### src/rtl/avmm_step_gen.sv
// avmm_step_gen: Avalon-MM slave that turns queued move commands into timed step/dir pulses.
// Define STEP_GEN_IRQ_EN to add the irq output and the STATUS bit4 clear.
module avmm_step_gen #(
  parameter int CNT_W      = 16,
  parameter int PULSE_CYC  = 50,
  parameter int DIR_SETUP  = 25,
  parameter int FIFO_DEPTH = 4
) (
  input  logic        clk_clk,
  input  logic        reset_reset_n,
  input  logic [1:0]  avs_address,
  input  logic        avs_write,
  input  logic [31:0] avs_writedata,
  input  logic        avs_read,
  output logic [31:0] avs_readdata,
  output logic        avs_waitrequest,
  output logic        step,
`ifdef STEP_GEN_IRQ_EN
  output logic        dir,
  output logic        irq
`else
  output logic        dir
`endif
);

  localparam int PTR_W = (FIFO_DEPTH > 1) ? $clog2(FIFO_DEPTH) : 1;
  localparam logic [PTR_W:0]   LVL_FULL   = (PTR_W+1)'(FIFO_DEPTH);
  localparam logic [CNT_W-1:0] PERIOD_MIN = CNT_W'(2 * PULSE_CYC);

  typedef enum logic [1:0] {IDLE, SETUP, HIGH, LOW} state_t;

  function automatic logic [CNT_W-1:0] sat_dec(input logic [CNT_W-1:0] v);
    return (v == '0) ? '0 : v - CNT_W'(1);
  endfunction

  function automatic logic [CNT_W-1:0] clamp_period(input logic [CNT_W-1:0] v);
    return (v < PERIOD_MIN) ? PERIOD_MIN : v;
  endfunction

  // Each entry holds {dir, step count}
  logic [CNT_W:0]   fifo_mem [FIFO_DEPTH];
  logic [PTR_W-1:0] rd_ptr, wr_ptr;
  logic [PTR_W:0]   level;
  logic             ctrl_en, ctrl_inv, overflow;
  logic [CNT_W-1:0] period, cnt, remaining;
  state_t           state;

  logic             wr_ctrl, wr_period, wr_cmd, wr_status, abort;
  logic             fifo_empty, fifo_full, low_done, pop, push, drop, busy, new_dir;
  logic [CNT_W:0]   head;
  logic [CNT_W-1:0] head_cnt;
  logic [31:0]      status_word;
  logic             unused_wdata;

  assign avs_waitrequest = 1'b0;
  assign unused_wdata    = ^avs_writedata;

  always_comb begin
    wr_ctrl     = avs_write && (avs_address == 2'd0);
    wr_period   = avs_write && (avs_address == 2'd1);
    wr_cmd      = avs_write && (avs_address == 2'd2);
    wr_status   = avs_write && (avs_address == 2'd3);
    abort       = wr_ctrl && avs_writedata[1];
    fifo_empty  = (level == '0);
    fifo_full   = (level == LVL_FULL);
    head        = fifo_mem[rd_ptr];
    head_cnt    = head[CNT_W-1:0];
    new_dir     = head[CNT_W] ^ ctrl_inv;
    busy        = (state != IDLE);
    low_done    = (state == LOW) && (cnt == '0) && (remaining == '0);
    pop         = !abort && ctrl_en && !fifo_empty && ((state == IDLE) || low_done);
    push        = wr_cmd && !abort && (!fifo_full || pop);
    drop        = wr_cmd && !abort && fifo_full && !pop;
    status_word = {16'(remaining), 8'(level), 4'b0, overflow, fifo_empty, fifo_full, busy};
  end

  always_ff @(posedge clk_clk) begin
    if (push) fifo_mem[wr_ptr] <= {avs_writedata[31], avs_writedata[CNT_W-1:0]};
  end

  always_ff @(posedge clk_clk or negedge reset_reset_n) begin
    if (!reset_reset_n) begin
      rd_ptr <= '0;
      wr_ptr <= '0;
      level  <= '0;
    end else if (abort) begin
      rd_ptr <= '0;
      wr_ptr <= '0;
      level  <= '0;
    end else begin
      if (push) wr_ptr <= wr_ptr + PTR_W'(1);
      if (pop)  rd_ptr <= rd_ptr + PTR_W'(1);
      if (push && !pop)      level <= level + (PTR_W+1)'(1);
      else if (pop && !push) level <= level - (PTR_W+1)'(1);
    end
  end

  always_ff @(posedge clk_clk or negedge reset_reset_n) begin
    if (!reset_reset_n) begin
      ctrl_en  <= 1'b0;
      ctrl_inv <= 1'b0;
      period   <= PERIOD_MIN;
      overflow <= 1'b0;
    end else begin
      if (wr_ctrl) begin
        ctrl_en  <= avs_writedata[0];
        ctrl_inv <= avs_writedata[2];
      end
      if (wr_period) period <= clamp_period(avs_writedata[CNT_W-1:0]);
      if (drop)                            overflow <= 1'b1;
      else if (wr_status && avs_writedata[3]) overflow <= 1'b0;
    end
  end

  // A new step pulse always starts by counting PULSE_CYC high cycles
  always_ff @(posedge clk_clk or negedge reset_reset_n) begin
    if (!reset_reset_n) begin
      state     <= IDLE;
      step      <= 1'b0;
      dir       <= 1'b0;
      cnt       <= '0;
      remaining <= '0;
    end else if (abort) begin
      state     <= IDLE;
      step      <= 1'b0;
      cnt       <= '0;
      remaining <= '0;
    end else begin
      case (state)
        IDLE: begin
          if (pop && (head_cnt != '0)) begin
            dir       <= new_dir;
            remaining <= head_cnt;
            cnt       <= CNT_W'(DIR_SETUP - 1);
            state     <= SETUP;
          end
        end
        SETUP: begin
          if (cnt == '0) begin
            step      <= 1'b1;
            remaining <= sat_dec(remaining);
            cnt       <= CNT_W'(PULSE_CYC - 1);
            state     <= HIGH;
          end else begin
            cnt <= cnt - CNT_W'(1);
          end
        end
        HIGH: begin
          if (cnt == '0) begin
            step  <= 1'b0;
            cnt   <= period - CNT_W'(PULSE_CYC + 1);
            state <= LOW;
          end else begin
            cnt <= cnt - CNT_W'(1);
          end
        end
        LOW: begin
          if (cnt != '0) begin
            cnt <= cnt - CNT_W'(1);
          end else if (remaining != '0) begin
            step      <= 1'b1;
            remaining <= sat_dec(remaining);
            cnt       <= CNT_W'(PULSE_CYC - 1);
            state     <= HIGH;
          end else if (pop) begin
            if (head_cnt == '0) begin
              state <= IDLE;
            end else if (new_dir != dir) begin
              dir       <= new_dir;
              remaining <= head_cnt;
              cnt       <= CNT_W'(DIR_SETUP - 1);
              state     <= SETUP;
            end else begin
              step      <= 1'b1;
              remaining <= sat_dec(head_cnt);
              cnt       <= CNT_W'(PULSE_CYC - 1);
              state     <= HIGH;
            end
          end else begin
            state <= IDLE;
          end
        end
        default: state <= IDLE;
      endcase
    end
  end

  // Read data reflects register state before any same-cycle write
  always_ff @(posedge clk_clk or negedge reset_reset_n) begin
    if (!reset_reset_n) begin
      avs_readdata <= '0;
    end else if (avs_read) begin
      case (avs_address)
        2'd0:    avs_readdata <= {29'b0, ctrl_inv, 1'b0, ctrl_en};
        2'd1:    avs_readdata <= 32'(period);
        2'd3:    avs_readdata <= status_word;
        default: avs_readdata <= '0;
      endcase
    end else begin
      avs_readdata <= '0;
    end
  end

`ifdef STEP_GEN_IRQ_EN
  logic done_evt;
  assign done_evt = !abort && low_done && fifo_empty;

  always_ff @(posedge clk_clk or negedge reset_reset_n) begin
    if (!reset_reset_n) begin
      irq <= 1'b0;
    end else if (drop || done_evt) begin
      irq <= 1'b1;
    end else if (wr_status && avs_writedata[4]) begin
      irq <= 1'b0;
    end
  end
`endif

endmodule

### config.mk
export PLATFORM = sky130hd
export DESIGN_NAME = avmm_step_gen
export DESIGN_NICKNAME = d
export VERILOG_FILES = /design/src/rtl/avmm_step_gen.sv
export SDC_FILE = /design/constraint.sdc
export NUM_CORES = 1
export LEC_CHECK = 0
export CAP_MARGIN = 20
export CORE_MARGIN = 5
export CORE_UTILIZATION = 40
export CTS_CLUSTER_SIZE = 16
export DETAILED_ROUTE_END_ITERATION = 8
export HOLD_SLACK_MARGIN = 0.02
export PLACE_DENSITY = 0.71
export SLEW_MARGIN = 10
export SYNTH_ARGS = -nofsm -noshare
export SYNTH_HDL_FRONTEND = slang
export SYNTH_SLANG_ARGS = --single-unit
### constraint.sdc
create_clock -name clk_clk -period 3.2 [get_ports clk_clk]
set_clock_uncertainty 0.2 [all_clocks]
set_input_delay 0.96 -clock clk_clk [delete_from_list [all_inputs] [get_ports clk_clk]]
set_output_delay 0.96 -clock clk_clk [all_outputs]
set_load 0.02 [all_outputs]
# Word level (Yosys, flattened, before mapping)
# Memories as Yosys holds them, arrays and structs flattened.
# Cells that the tools add are included.
# totals
ram_bits	68
out_inout_bits	35
inputBits	38
memories	1
word_cells	155
register_bits	94
# memory_table
memory	words	width	rd	rd_ports_with_merged_regs	write_ports	line	rtl
fifo_mem	4	17	1	0	1	41	logic [CNT_W:0] fifo_mem [FIFO_DEPTH];
# op_classes
n_addsub	8
mux	60
order_cmp	1
n_eq_ne	23
reduce_logical	47
n_bitwise	2
# op_table
operator	count
2-to-1 mux 16 bit	18
case mux 32 bit (3 select lines)	1
case mux 16 bit (4 select lines)	1
zero test 16 bit	3
case mux 16 bit (3 select lines)	1
nonzero test 16 bit	3
subtractor 16 x 1 -> 16 bit, second input constant	3
2-to-1 mux 32 bit	1
2-to-1 mux 2 bit	13
logical AND 1 bit	18
2-to-1 mux 1 bit	18
< comparator 16 x 7 -> 1 bit, second input constant	1
subtractor 16 x 6 -> 16 bit, second input constant	1
nonzero test 2 bit	5
2-to-1 mux 3 bit	3
inequality test 3 bit, second input constant	3
== test 2 bit, second input constant	4
inequality test 2 bit, second input constant	4
inequality test 4 bit, second input constant	2
case mux 2 bit (4 select lines)	1
AND reduction 8 bit	1
nonzero test 4 bit	2
AND reduction 7 bit	1
2-to-1 mux 6 bit	1
other kinds (23)	32

# Longest topological paths before layout
# Gate-level depths: netlist of the first run.
# depth
depth_word	14
mapped_depth	14
mapped_depth_nobuf	11

# Worst setup path before layout of the first run
# No wires, ideal clock.
# synth_timing
path_type	register -> register
start	register remaining[8]
end	memory fifo_mem[0][0] (netlist bit), enable pin
setup_ns	0.375
synth_period_minus_slack_ns	3.454
required_time_ns	2.625
t_arrival_ns	2.879
slack_ns	-0.254
n_path_buf	1
path_stages_with_launch	8
cell_sequence	dfrtp_1 -> or4_1 -> clkbuf_1 -> nor4_4 -> a21oi_2 -> or2_2 -> a21oi_1 -> and2_1
# synth_via
elab_chain_cells	8
# synth_rtl
item	line	rtl
start, declared	45	logic [CNT_W-1:0] period, cnt, remaining;
start signal, assigned	133	remaining <= head_cnt;
start signal, assigned	141	remaining <= sat_dec(remaining);
start signal, assigned	162	remaining <= sat_dec(remaining);
zero test 16 bit	70	low_done = (state == LOW) && (cnt == '0) && (remaining == '0);
logical AND 1 bit	70	
logical OR 1 bit	71	pop = !abort && ctrl_en && !fifo_empty && ((state == IDLE) || low_done);
logical AND 1 bit	71	
logical OR 1 bit	72	push = wr_cmd && !abort && (!fifo_full || pop);
logical AND 1 bit	72	
2-to-1 mux 1 bit	78	if (push) fifo_mem[wr_ptr] <= {avs_writedata[31], avs_writedata[CNT_W-1:0]};
2-to-1 mux 1 bit (implied by the code)	78	
end, declared	41	
# No other way between the ends.

# Worst setup path in the final report of the first run
# layout_timing
start	register rd_ptr[0]
end	register remaining[6]
# layout_via
elab_chain_cells	10
word_cells_on_any_way	18
classes_between	1 x add/sub; 3 x eq/ne; 8 x mux; 1 x bitwise; 4 x reduce/logical; 1 x memory
# layout_rtl
item	line	rtl
start, declared	42	logic [PTR_W-1:0] rd_ptr, wr_ptr;
start signal, assigned	92	if (pop) rd_ptr <= rd_ptr + PTR_W'(1);
memory read (4 x 17 bit) (*)	-	
parallel branches: the longest is 9 deep, another holds subtractor 16 x 1 -> 16 bit	-	
end signal, assigned	133	
end signal, assigned	162	
end signal, assigned	170	remaining <= head_cnt;
# Every way passes the cells marked *. The select of a mux whose other input is x is not followed.
# A chain may end at the register's enable or synchronous reset.

==> flow_metrics.tcl, run 1 <==
set metrics [dict create \
    place_congestion 0.9048 \
    min_to "cnt[12]" \
    hold_class "flop to flop" \
    cts.sinks 162 \
    period_share 1.013 \
    drtPass1Iterations 5 \
    drv_slew 0 \
    fillCellCount 1766 \
    grt_pass1_wl_mm 32.80 \
    clk_pin_slew_ns 0.06 \
    cp.required_ns 3.30 \
    dieArea_mm2 0.02316 \
    clock-root-buffer "clkbuf_16" \
    grt_overflow 0 \
    hold_path_depth 1 \
    hpwl_mm 14.15 \
    dp_cells 1067 \
    grt.total_usage 0.1760 \
    comb_power_share 0.490 \
    synth_ff_type "dfrtp_1" \
    startpoint "rd_ptr[0]" \
    critPathCaptureType "flop" \
    post_drt_wl_per_cell_um 18.11 \
    ant_nets 0 \
    finalCriticalPeriod_ns 3.242 \
    switching_share 0.3919 \
    violations "setup timing" \
    drt_iter0_markers 692 \
    antenna_cells 0 \
    cts_max_level 4 \
    clkPwrFrac 0.205 \
    mostFrequentLayoutCells "90 x dfrtp_1, 83 x buf_4, 68 x edfxtp_1" \
    drc 0 \
    setup_violations 4 \
    crit-reg2reg-launch "rd_ptr[0]" \
    drive_above_1_share 0.2411 \
    clk_path_buf_depth 2 \
    yosys.area.top_type "dfrtp_1" \
    netlist_top_cells_area "dfrtp_1 28%, edfxtp_1 25%, xnor2_1 3.7%, mux4_2 3.1%, and2_1 2.5%" \
    leakagePower_uw 0.004154 \
    grt_pass1_vias 6035 \
    synth_seq_area_share 0.5439 \
    synth_top_area_frac 0.2816 \
    initial_core_util 0.4035 \
    outcome "finished with violations" \
    antenna_found_initial 0 \
    core-area_mm2 0.02004 \
    numCtsBuffers 17 \
    syn_area_mm2 0.008085 \
    critPathArrivalTime_ns 3.35 \
    internal-power_uw 5699 \
    postSynthAreaPerCell_um2 11.72 \
    power.density_mw_per_mm2 893.2 \
    io_buffers 56 \
    fmaxAchievable_ghz 0.3085 \
    wl_mm 20.14 \
    grt_max_degree 56 \
    p_switching_uw 3674 \
    cp-start-kind "flop" \
    die_x_um 152.2 \
    vias 6187 \
    syn_nets 742 \
    crit_fanout 6 \
    final_area_mm2 0.01049 \
    ir_worst_vdd_v 0.0004858 \
    final_common_cell "dfrtp_1" \
    syn2layout_area_growth_pct 29.79 \
    cts_tree "yes" \
    rsz0062_at_grt "true" \
    seq_power_share 0.304 \
    final_cells 1112 \
    ys_types 65 \
    syn_inst 690 \
    core.rowCount 52 \
    synth-seq-cells 162 \
    rr_worst_depth 9 \
    post_dp_cell_area_mm2 0.009535 \
    async_flop_share 0.5802 \
    tightest_slew_ns 0.7634 \
    clock_latency_ns 0.43 \
    r2r_end "remaining[6]" \
    fin_util 0.5237 \
    fin_nets 881 \
    fp.dieH_um 152.2 \
    detail_route.vias_per_cell 5.564 \
    r2r_slack_ns -0.04 \
    ys_warn_count 0 \
    relSlewSlack 0.4911 \
    hp-start "cnt[12]" \
    worst_slack_ns -0.04181 \
    pin_count 73 \
    hold_viol_final 0 \
    synth_edf_count 68 \
    drv_cap 0 \
    path_class "flop to flop" \
]
-- synth_stat cells (6+ instances only) --
cell / n
xnor2_1: 34
nand2_1: 52
or3_1: 8
and2_1: 32
ha_1: 13
a21oi_1: 23
clkbuf_1: 25
a21oi_2: 11
mux4_2: 11
a22o_1: 18
edfxtp_1: 68
nor3_1: 26
a221oi_1: 12
inv_1: 19
o21ai_0: 21
o22ai_1: 6
xor2_1: 16
nor2b_1: 8
mux2i_1: 7
nor2_1: 52
nand3_1: 10
o31ai_1: 18
or4_1: 11
dfrtp_1: 91
mux4_1: 6
nor4_1: 13
-- how the worst max path moves through the flow --
stage | to | cells past startpoint | slack, ns
2_1_floorplan | remaining[10] | 14 | 0.008
6_report | remaining[6] | 9 | -0.04
3_3_place_gp | fifo_mem[0][5] | 8 | -0.21
4_1_cts | remaining[8] | 9 | -0.04
5_1_grt | remaining[6] | 9 | -0.10
3_5_place_dp | fifo_mem[1][5] | 8 | -0.26
-- cell families (layout without fill, tap and decap cells) --
group                      count (synthesis)  after routing  synth area share
muxes                                     27             27           0.06298
AOI/OAI and AO/OA                        143            143            0.1283
xor gates and xnor gates                  50             50           0.05416
adders and majority gates                 14             14           0.02259
buffers and inverters                     52            201           0.02909
other                                      1              1         0.0004638
and+or+nand+nor                          241            244            0.1585
DFF                                      162            162            0.5439
-- layer usage --
metal	vias up	GRT usage	share of wire
met4	0	0.05051	0.018
met3	34	0.03266	0.059
met2	239	0.2824	0.48
li1	2868	-	-
met1	3046	0.2464	0.44
met5	-	0	0
-- metrics by stage --
| stage | power (µW) | hold slack [ns] | setup TNS [ns] | worst slack [ns] |
|---|---|---|---|---|
| 6_report | 9373 | 0.3039 | -0.1255 | -0.04181 |
| 3_3_place_gp | 6937 | 0.2914 | -15.12 | -0.2059 |
| 4_1_cts | 9145 | 0.3090 | -0.09099 | -0.04224 |
| 2_1_floorplan | 5600 | 0.2673 | 0 | 0.007904 |
| 3_5_place_dp | 6997 | 0.2901 | -18.85 | -0.2556 |
| 5_1_grt | 9981 | 0.3279 | -1.562 | -0.1018 |
-- flip-flops by register name, summed over array words and instances, names as in the netlist, 2 cells and up --
register / flops
level: 3
fifo_mem: 68
state: 2
rd_ptr: 2
avs_readdata: 32
wr_ptr: 2
period: 16
cnt: 16
remaining: 16
-- power groups by stage --
stage / logic, µW / registers, µW / clock network [µW]
final: 4600 / 2850 / 1920
after global routing: 5020 / 2900 / 2060
after CTS: 4350 / 2840 / 1950
after detailed placement: 4120 / 2880 / 0
after global placement: 4080 / 2860 / 0
after floorplan: 2710 / 2890 / 0
-- cell type report --
| cell class | instances | area, µm² | area share |
|---|---|---|---|
| multi-input combinational | 479 | 3747 | 0.3571 |
| sequential | 162 | 4399 | 0.4192 |
| timing repair buffer | 150 | 1378 | 0.1313 |
| tap | 270 | 337.8 | 0.03219 |
| inverter | 19 | 71.32 | 0.006796 |
| clock inverter | 13 | 117.6 | 0.01121 |
| clock buffer | 19 | 442.9 | 0.04221 |
-- what timing repair did --
action | in CTS | in global routing
endpoints found under the setup margin | 81 | 103
gates cloned | 4 | 0
pin swaps | 14 | 15
hold buffers | 0 | 0
gates resized for setup | 27 | 29
setup buffers | 7 | 4
-- critical path: stages (launching register included) --
cell and delay, ns:
dfrtp_2 0.41, buf_6 0.11, mux4_2 0.53, or4_4 0.58, nor4_4 0.36, a211oi_4 0.13
o211a_4 0.30, buf_12 0.15, o31ai_1 0.29, a21oi_2 0.05
Power figures use the tool's default switching activity.
==> run 2: changes to the inputs <==
PLACE_DENSITY = unset   (was 0.71)
==> run 2 against run 1 <==
  * The flow now finishes without violations
  * Critical endpoint is now remaining[8]
  * Via count is 1.0% higher
  * Non-clock buffer count grew 12
  * Highest routed layer unchanged
  * Sequential power is essentially flat
  * Die area unchanged
  * Register-to-register slack gained 0.05 ns
  * Largest cell class unchanged
==> flow_metrics.tcl, run 2 (same netlist as run 1, synthesis figures left out) <==
set metrics [dict create \
    clock-root-buffer "clkbuf_16" \
    outcome "finished clean" \
    antenna_found_initial 0 \
    final_area_mm2 0.01073 \
    mostFrequentLayoutCells "92 x buf_4, 90 x dfrtp_1, 68 x edfxtp_1" \
    rsz0062_at_grt "true" \
    vias 6249 \
    period_share 0.9986 \
    power.density_mw_per_mm2 921.8 \
    grt_overflow 0 \
    largest_register_ffs 68 \
    core-area_mm2 0.02004 \
    critPathCaptureType "flop" \
    initial_core_util 0.4035 \
    fin_util 0.5356 \
    post_dp_cell_area_mm2 0.009573 \
    finalCriticalPeriod_ns 3.196 \
    fmaxAchievable_ghz 0.3129 \
    grt_pass1_vias 6197 \
    core.rowCount 52 \
    grt_pass1_wl_mm 33.44 \
    final_common_cell "buf_4" \
    clk_path_buf_depth 2 \
    antenna_cells 0 \
    io_buffers 56 \
    relSlewSlack 0.4742 \
    post_drt_wl_per_cell_um 19.25 \
    numCtsBuffers 17 \
    cp.required_ns 3.32 \
    cp-start-kind "flop" \
    ir_worst_vdd_v 0.0005127 \
    drtPass1Iterations 6 \
    grt_max_degree 37 \
    grt.total_usage 0.1800 \
    drv_cap 0 \
    top_register "fifo_mem" \
    path_class "flop to flop" \
    wl_mm 21.60 \
    cts_max_level 4 \
    pin_count 73 \
    hold_ws_ns 0.2825 \
    drv_slew 0 \
    drive_above_1_share 0.2629 \
    tightest_slew_ns 0.7887 \
    die_x_um 152.2 \
    syn2layout_area_growth_pct 32.75 \
    hold_class "input port to async pin" \
    top_regs "fifo_mem (68), avs_readdata (32)" \
    place_congestion 0.8641 \
    hold_viol_final 0 \
    drc 0 \
    dieArea_mm2 0.02316 \
    crit_fanout 5 \
    ant_nets 0 \
    detail_route.vias_per_cell 5.570 \
    fp.dieH_um 152.2 \
    setup_violations 0 \
    drt_iter0_markers 575 \
    leakagePower_uw 0.004272 \
    clock_latency_ns 0.43 \
    hold_buffers 0 \
    fin_nets 891 \
    cts.sinks 162 \
    critPathArrivalTime_ns 3.32 \
    fillCellCount 1765 \
    hpwl_mm 14.95 \
    clk_pin_slew_ns 0.07 \
    fin_tns_setup_ns 0 \
    cts_tree "yes" \
]
[run 2: cell count changes in the layout (fill, tap and decap cells not counted), sizes merged]
cell,before,now
buf,95,104
and2,35,32
bufinv,0,3
bufbuf,0,1
clkinv,2,3
clkinvlp,3,2
inv,27,26
or2,4,5
[run 2: report_power, final]
group	internal (µW)	switching (µW)	total [µW]
registers	2540	312	2850
clock network	1250	901	2150
logic	2280	2610	4890
[run 2: final timing paths]
check,startpoint,end,slack [ns],cells past startpoint
max in group asynchronous,reset_reset_n,cnt[9],1.79,2
hold reg to reg,cnt[5],cnt[5],0.32,1
setup / recovery,rd_ptr[0],remaining[8],0.004,9
min in group clk_clk,cnt[5],cnt[5],0.32,1
setup reg to reg,rd_ptr[0],remaining[8],0.004,9
hold / removal,reset_reset_n,avs_readdata[27],0.28,1
[run 2: critical path, cell delays in order, from the launching register on]
cell	delay, ns
dfrtp_2	0.42
buf_6	0.12
mux4_2	0.54
or4_4	0.58
nor4_4	0.27
a211oi_4	0.12
o211a_4	0.32
buf_12	0.15
o31ai_4	0.18
o21ba_4	0.19
[run 2: layer usage]
layer / wire [µm] / global-route usage / share of wire
met4: 517 / 0.05094 / 0.024
met2: 10380 / 0.2892 / 0.48
met3: 1287 / 0.04203 / 0.060
met5: 0 / 0 / 0
met1: 9409 / 0.2463 / 0.44
[run 2: area by class of cell]
type / count / area, µm² / share of cell area
multi-input combinational: 477 / 3781 / 0.3523
inverter: 19 / 71.32 / 0.006645
tap: 270 / 337.8 / 0.03148
timing repair buffer: 162 / 1520 / 0.1416
sequential: 162 / 4399 / 0.4099
clock inverter: 15 / 197.7 / 0.01842
clock buffer: 17 / 425.4 / 0.03964
[run 2: through the flow]
step,power (µW),worst slack [ns],instances
after CTS,9417,-0.05116,1115
after floorplan,5600,0.007904,690
final,9893,0.004379,1122
after detailed placement,7076,-0.2753,1072
after global placement,6981,-0.2258,1072
after global routing,10460,-0.1170,1122
[run 2: timing repair]
| action | CTS | global route |
|---|---|---|
| cloned | 1 | 4 |
| endpoints found under the setup margin | 85 | 35 |
| buffers inserted | 10 | 5 |
| pin swaps | 7 | 23 |
| gates resized for setup | 8 | 65 |
| hold endpoints to repair | 0 | 0 |
